==> config.mk <==
export PLATFORM = sky130hd
export DESIGN_NAME = usbf_mem_sched
export DESIGN_NICKNAME = d
export VERILOG_FILES = /design/src/rtl/usbf_mem_sched_pkg.sv /design/src/rtl/usbf_mem_sched.sv
export SDC_FILE = /design/constraint.sdc
export NUM_CORES = 1
export LEC_CHECK = 0
export ABC_AREA = 1
export BUFFER_PORTS_ARGS = -buffer_cell sky130_fd_sc_hd__buf_2
export CORE_ASPECT_RATIO = 0.6
export CORE_MARGIN = 2
export CORE_UTILIZATION = 33
export DETAILED_ROUTE_END_ITERATION = 8
export GPL_TIMING_DRIVEN = 0
export PLACE_DENSITY = 0.87
export RECOVER_POWER = 100
export SKIP_CTS_REPAIR_TIMING = 1
export SYNTH_ARGS = -nofsm -noshare
export SYNTH_HDL_FRONTEND = slang
export SYNTH_SLANG_ARGS = --single-unit
==> constraint.sdc <==
create_clock -name phy_clk -period 1.3 [get_ports phy_clk]
set_input_delay 0.065 -clock phy_clk [delete_from_list [all_inputs] [get_ports phy_clk]]
set_output_delay 0.065 -clock phy_clk [all_outputs]
set_load 0.01 [all_outputs]
==> src/rtl/usbf_mem_sched_pkg.sv <==
// Shared definitions for the packet-SSRAM scheduler.
// - ms_state_e       : one-hot scheduler states
// - StarveMaxDefault : default max PE grants while a WISHBONE request waits
package usbf_mem_sched_pkg;

  typedef enum logic [3:0] {
    StIdle  = 4'b0001,
    StWbAcc = 4'b0010,
    StWbDat = 4'b0100,
    StWbAck = 4'b1000
  } ms_state_e;

  localparam int unsigned StarveMaxDefault = 4;

endpackage

==> src/rtl/usbf_mem_sched.sv <==
// Packet-SSRAM scheduler: arbitrates the single-port SSRAM between the protocol
// engine (zero-wait priority) and the WISHBONE memory-arbiter path. A starvation
// counter forces a WISHBONE slot after STARVE_MAX back-to-back PE grants.
// Ports:
//   phy_clk, rst                 : clock, asynchronous active-low reset
//   mreq/mwe/madr/mdin/mdout/mack : PE side, mack combinational grant
//   wreq/wwe/wadr/wdin/wdout/wack : WISHBONE side, wdout registered and held,
//                                   wack a one-cycle pulse
//   sram_adr/dout/din/re/we       : SSRAM port, read data one cycle after sram_re
module usbf_mem_sched
  import usbf_mem_sched_pkg::*;
#(
  parameter int unsigned AW         = 15,
  parameter int unsigned STARVE_MAX = StarveMaxDefault,
  parameter int unsigned CW         = 3
) (
  input  logic          phy_clk,
  input  logic          rst,
  input  logic          mreq,
  input  logic          mwe,
  input  logic [AW-1:0] madr,
  input  logic [31:0]   mdin,
  output logic [31:0]   mdout,
  output logic          mack,
  input  logic          wreq,
  input  logic          wwe,
  input  logic [AW-1:0] wadr,
  input  logic [31:0]   wdin,
  output logic [31:0]   wdout,
  output logic          wack,
  output logic [AW-1:0] sram_adr,
  output logic [31:0]   sram_dout,
  input  logic [31:0]   sram_din,
  output logic          sram_re,
  output logic          sram_we
);

  ms_state_e     state_q, state_d;
  logic [CW-1:0] starve_q, starve_d;
  logic [31:0]   wdout_q, wdout_d;
  logic          wb_we_q, wb_we_d;

  logic          starved;
  logic          wb_win;
  logic          mack_c;
  logic          re_c;
  logic          we_c;

  assign starved = (starve_q == CW'(STARVE_MAX));
  assign wb_win  = wreq & (~mreq | starved);

  always_comb begin
    state_d   = state_q;
    starve_d  = starve_q;
    wdout_d   = wdout_q;
    wb_we_d   = wb_we_q;
    mack_c    = 1'b0;
    re_c      = 1'b0;
    we_c      = 1'b0;
    sram_adr  = madr;
    sram_dout = mdin;

    unique case (state_q)
      StIdle: begin
        if (wb_win) begin
          state_d = StWbAcc;
        end else if (mreq) begin
          mack_c = 1'b1;
          we_c   = mwe;
          re_c   = ~mwe;
          // Count PE grants only while WISHBONE is actually kept waiting.
          if (wreq && !starved) begin
            starve_d = starve_q + 1'b1;
          end
        end
      end
      StWbAcc: begin
        sram_adr  = wadr;
        sram_dout = wdin;
        we_c      = wwe;
        re_c      = ~wwe;
        // Direction is latched here; later changes of wwe must not matter.
        wb_we_d   = wwe;
        starve_d  = '0;
        state_d   = StWbDat;
      end
      StWbDat: begin
        if (!wb_we_q) begin
          wdout_d = sram_din;
        end
        state_d = StWbAck;
      end
      StWbAck: begin
        state_d = StIdle;
      end
      default: begin
        state_d = StIdle;
      end
    endcase
  end

  // Strobes and grant are forced low the instant reset asserts, even in IDLE
  // with a PE request pending.
  assign mack    = rst & mack_c;
  assign sram_re = rst & re_c;
  assign sram_we = rst & we_c;
  assign wack    = (state_q == StWbAck);
  assign wdout   = wdout_q;
  assign mdout   = sram_din;

  always_ff @(posedge phy_clk or negedge rst) begin
    if (!rst) begin
      state_q  <= StIdle;
      starve_q <= '0;
      wdout_q  <= '0;
      wb_we_q  <= 1'b0;
    end else begin
      state_q  <= state_d;
      starve_q <= starve_d;
      wdout_q  <= wdout_d;
      wb_we_q  <= wb_we_d;
    end
  end

endmodule

Yosys cells after proc, flatten, opt, wreduce, memory -nomap -nowiden
Cells that the tools add are included.
{"block": "op_classes", "addsub": 1, "eq_ne": 9, "muxes": 17, "bitwise": 9, "reduce_logical": 5}
{"operator": "$mux 32", "n": 1}
{"operator": "$mux 15", "n": 1}
{"operator": "$pmux 4 s3", "n": 1}
{"operator": "$mux 3", "n": 3}
{"operator": "$ne 2x2->1 const B", "n": 4}
{"operator": "$mux 1", "n": 7}
{"operator": "$pmux 3 s2", "n": 1}
{"operator": "$and 1x1->1", "n": 4}
{"operator": "$eq 4x1->1 const B", "n": 1}
{"operator": "$eq 4x2->1 const B", "n": 1}
{"operator": "$eq 4x3->1 const B", "n": 1}
{"operator": "$eq 4x4->1 const B", "n": 1}
{"operator": "$mux 4", "n": 1}
{"operator": "$not 1->1", "n": 4}
{"operator": "$pmux 1 s2", "n": 2}
{"operator": "$reduce_and 4->1", "n": 1}
{"operator": "$add 3x1->3 const B", "n": 1}
{"operator": "$eq 3x3->1 const B", "n": 1}
{"operator": "$reduce_and 2->1", "n": 1}
{"operator": "$reduce_bool 2->1", "n": 1}
{"operator": "$logic_and 1x1->1", "n": 1}
{"operator": "$logic_not 1->1", "n": 1}
{"operator": "$or 1x1->1", "n": 1}
{"block": "totals", "regBits": 40, "output_inout_bits": 115}

Longest topological paths before layout
{"block": "logic_depth", "word_depth": 7, "mapped_depth": 10, "depth_no_buf": 10}

Worst setup path before layout
OpenSTA, ideal clock, no wires.
{"block": "synth_path", "path_type": "reg2out", "startpoint": "register state_q[3]", "endpoint": "output port sram_we", "t_arrival_ns": 1.233, "path_slack_ns": 0.002, "stages_incl_launch_ff": 7, "n_path_buf": 1, "cell_sequence": "dfrtp_1 -> nor2_2 -> nand3_2 -> inv_2 -> buf_4 -> nand2_1 -> a21oi_1"}
{"block": "synth_between", "elab_chain_cells": 3, "word_cells_on_any_way": 4, "classes_between": "2 x eq/ne; 1 x mux; 1 x bitwise"}
{"item": "start: declaration", "line_no": "usbf_mem_sched.sv:38", "source": "ms_state_e state_q, state_d;"}
{"item": "start signal: assignment", "line_no": "usbf_mem_sched.sv:113", "source": "state_q <= StIdle;"}
{"item": "start signal: assignment", "line_no": "usbf_mem_sched.sv:118", "source": "state_q <= state_d;"}
{"item": "$eq 4x2->1 or $eq 4x1->1 (tied branches)", "line_no": "usbf_mem_sched.sv:63", "source": "unique case (state_q)"}
{"item": "$pmux 1 s2 *", "line_no": "usbf_mem_sched.sv:63"}
{"item": "$and 1x1->1 *", "line_no": "usbf_mem_sched.sv:106", "source": "assign sram_we = rst & we_c;"}
{"item": "end: declaration", "line_no": "usbf_mem_sched.sv:35", "source": "output logic sram_we"}
Mark *: on every way between the ends. The rest lies on a longest branch, timed or not.

Final worst setup path
{"block": "layout_path", "startpoint": "register state_q[2]", "endpoint": "output port sram_re"}
{"block": "layout_between", "elab_chain_cells": 3, "word_cells_on_any_way": 4, "classes_between": "2 x eq/ne; 1 x mux; 1 x bitwise"}
{"item": "$eq 4x2->1 or $eq 4x1->1 (tied branches)", "line_no": "usbf_mem_sched.sv:63"}
{"item": "$pmux 1 s2 *", "line_no": "usbf_mem_sched.sv:63"}
{"item": "$and 1x1->1 *", "line_no": "usbf_mem_sched.sv:105", "source": "assign sram_re = rst & re_c;"}
{"item": "end: declaration", "line_no": "usbf_mem_sched.sv:34", "source": "output logic sram_re,"}
Marked as above.

==> run_results.csv <==
group,metric,value,unit
place,dp_hpwl,7.41,mm
clocking,cts.clk_slew.worst_paths,0.06,ns
global_route,antenna_found_initial,0,
worst_setup_path,regToRegSetupSlack,-0.21,ns
clocking,cts_buffers,5,
timing,finalSetupViolCount,86,
clocking,clk_path_buf_depth,2,
place,post-place-cells,734,
floorplanning,die_h,72.6,um
synth,synthTopCellsByArea,"dfrtp_1, nand2_1, buf_4",
synth,synth_cell_types,25,
timing,hold_viol,39,
synth,syn_area,2590,um2
floorplanning,boundaryPins,247,
drt,wl_per_cell,12.8,um
worst_setup_path,regToRegEndpoint,"wdout[8]$_DFFE_PN0P_",
timing,fin_crit_sh,132,%
synth,ys_ff_latch,40,
synth,synth_top_area_share,37.7,%
power,peakVddDrop,0.796,mV
floorplanning,num_rows,24,
outcome,violations,"hold timing, setup timing",
cells_and_area,finalNonFillerCells,758,
drt,drt-initial-drc-count,151,
global_route,gr-total-overflow,0,
worst_setup_path,startpoint,"state_q[2]$_DFFE_PN0P_",
synth,synth_nets,518,
outcome,outcome,"finished with violations",
worst_setup_path,endpoint_kind,"primary output",
timing,fin_crit,1.72,ns
global_route,grt_usage,19.5,%
drt,via_per_inst,4.49,
timing,fin_hold_ws,-0.203,ns
worst_setup_path,critPathLaunchType,"flip-flop",
worst_setup_path,crit_type,"flip-flop to primary output",
floorplanning,dieArea,8590,um2
synth,synth_warnings,0,
global_route,grt_max_degree,42,
clocking,cts.sinks,40,
cells_and_area,layout.nets,787,
global_route,grt_pass1_wl,13.8,mm
power,p_leak,2.49,nW
floorplanning,core_area,7420,um2
synth,yosys.area.top_type,"dfrtp_1",
clocking,cts-root-buf,"clkbuf_16",
flow_run,drv_cap,0,
worst_setup_path,critPathArrivalTime,1.66,ns
cells_and_area,nFillCells,719,
global_route,grt_pass1_vias,3093,
drt,postRouteWirelength,9.71,mm
synth,syn_inst,384,
timing,slew_headroom,63.0,%
place,io_buffers,246,
synth,async_reset_ff_share,100,%
min_path,hold_path_class,"input port to asynchronous set/reset pin",
drt,num_vias,3406,
worst_setup_path,worstPathRequired,1.24,ns
timing,rsz0062_at_grt,"true",
worst_setup_path,cp_max_fo,8,
synth,ys_seq_area_share,38.7,%
timing,clock_skew,0.00711,ns
worst_setup_path,reg2reg_depth,7,
cells_and_area,fin_util,60.3,%
drt,drtAntennaViolNets,0,
floorplanning,initial_core_util,34.9,%
clocking,clk_latency,0.28,ns
cells_and_area,n_antenna_cell,0,
timing,tightest_slew,0.555,ns
timing,fin_ws,-0.422,ns
synth,synth_edf_count,0,
drt,dr.pass1.iters,4,
synth,synth_common_cells,"nand2_1, dfrtp_1, nand3_1, buf_4, clkbuf_1",
power,p_per_area,1500,nW/um2
clocking,cts_tree,"done",
synth,avgSynthCellArea,6.74,um2
worst_setup_path,r2r-start,"state_q[1]$_DFFE_PN0P_",
synth,synthMostInstantiatedCell,"nand2_1",
timing,clock.fmax,581,MHz
cells_and_area,drive_gt1_share,49.2,%
place,gp_congestion,0.824,
cells_and_area,area_delta_synth_final,72.8,%
clocking,cts_max_level,2,
timing,slew_viol_final,0,
floorplanning,die_w,118,um
drt,drc,0,
synth,synth-main-ff-cell,"dfrtp_1",
-- per-stage QoR --
step / hold slack (ns) / cell area [um2] / setup slack (ns) / power, mW / setup TNS, ns
after floorplan: -0.231 / 2590 / 0.00153 / 3.60 / 0
after global placement: 0.232 / 3950 / -0.239 / 4.77 / -11.27
after detailed placement: 0.239 / 3950 / -0.279 / 4.89 / -14.67
after CTS: -0.0593 / 4100 / -0.584 / 6.11 / -30.04
after global routing: -0.170 / 4470 / -0.490 / 7.17 / -30.05
final: -0.203 / 4470 / -0.422 / 6.70 / -23.27
-- layout by cell type (no fill, tap or decap), types with 2 or more instances in the layout --
| cell type | n |
|---|---|
| buf_6 | 13 |
| inv_6 | 2 |
| buf_4 | 42 |
| clkbuf_1 | 67 |
| nor2_1 | 2 |
| nand3_1 | 34 |
| a21oi_2 | 2 |
| nand2_4 | 11 |
| nand2_1 | 175 |
| inv_2 | 4 |
| nand2_2 | 40 |
| buf_2 | 183 |
| clkbuf_16 | 6 |
| buf_8 | 4 |
| nand4_1 | 4 |
| dfrtp_1 | 38 |
| nor2_4 | 2 |
| inv_1 | 5 |
-- worst max-delay path, stage by stage, from the launching register on --
cell     delay [ns]
dfrtp_1        0.43
nor2_4         0.18
nand3_4        0.16
or2_4          0.29
a21oi_2        0.15
buf_2          0.16
-- logic make-up after synthesis --
group / Yosys count / synth area share (%)
flops: 40 / 38.7
simple gates: 275 / 43.5
compound gates: 4 / 0.773
xor+xnor: 1 / 0.338
fa+ha+maj: 2 / 0.966
buf+inv: 62 / 15.8
-- how the worst max path moves through the flow --
stage,cells past startpoint,endpoint,slack [ns]
6_report,5,sram_re,-0.42
5_1_grt,5,sram_re,-0.49
4_1_cts,7,sram_we,-0.58
3_5_place_dp,6,sram_dout[20],-0.28
3_3_place_gp,6,sram_dout[20],-0.24
2_1_floorplan,6,sram_we,0.002
-- state kept, by name, summed over array words and instances (netlist names) --
name and cells:
state_q 4, starve_q 3, wdout 32, wb_we_q 1
-- metal layers --
layer  up-vias  GRT usage (%)  wire (um)
met5         -              0          0
met4         0           3.61         61
met3         6           3.91        519
met2       126           33.8       4920
met1      1586           25.7       4210
li1       1688              -          -
-- area by class of cell --
cell class              instances  area, um2  share of cell area [%]
multi-input cells             282       1400                    31.3
repair buffers                263       1340                    29.9
flip-flops and latches         40       1000                    22.4
plain buffers                  50        407                    9.09
well taps                     104        130                    2.91
clock buffers                   5        125                    2.80
inverters                      11       46.3                    1.03
clock inverters                 3       21.3                   0.475
-- where the power goes --
group / total [mW] / internal, mW / switching (mW)
Combinational: 3.33 / 1.41 / 1.92
Sequential: 2.16 / 1.74 / 0.417
Clock: 1.21 / 0.714 / 0.496
No activity file was read; power rests on OpenSTA's default activity.
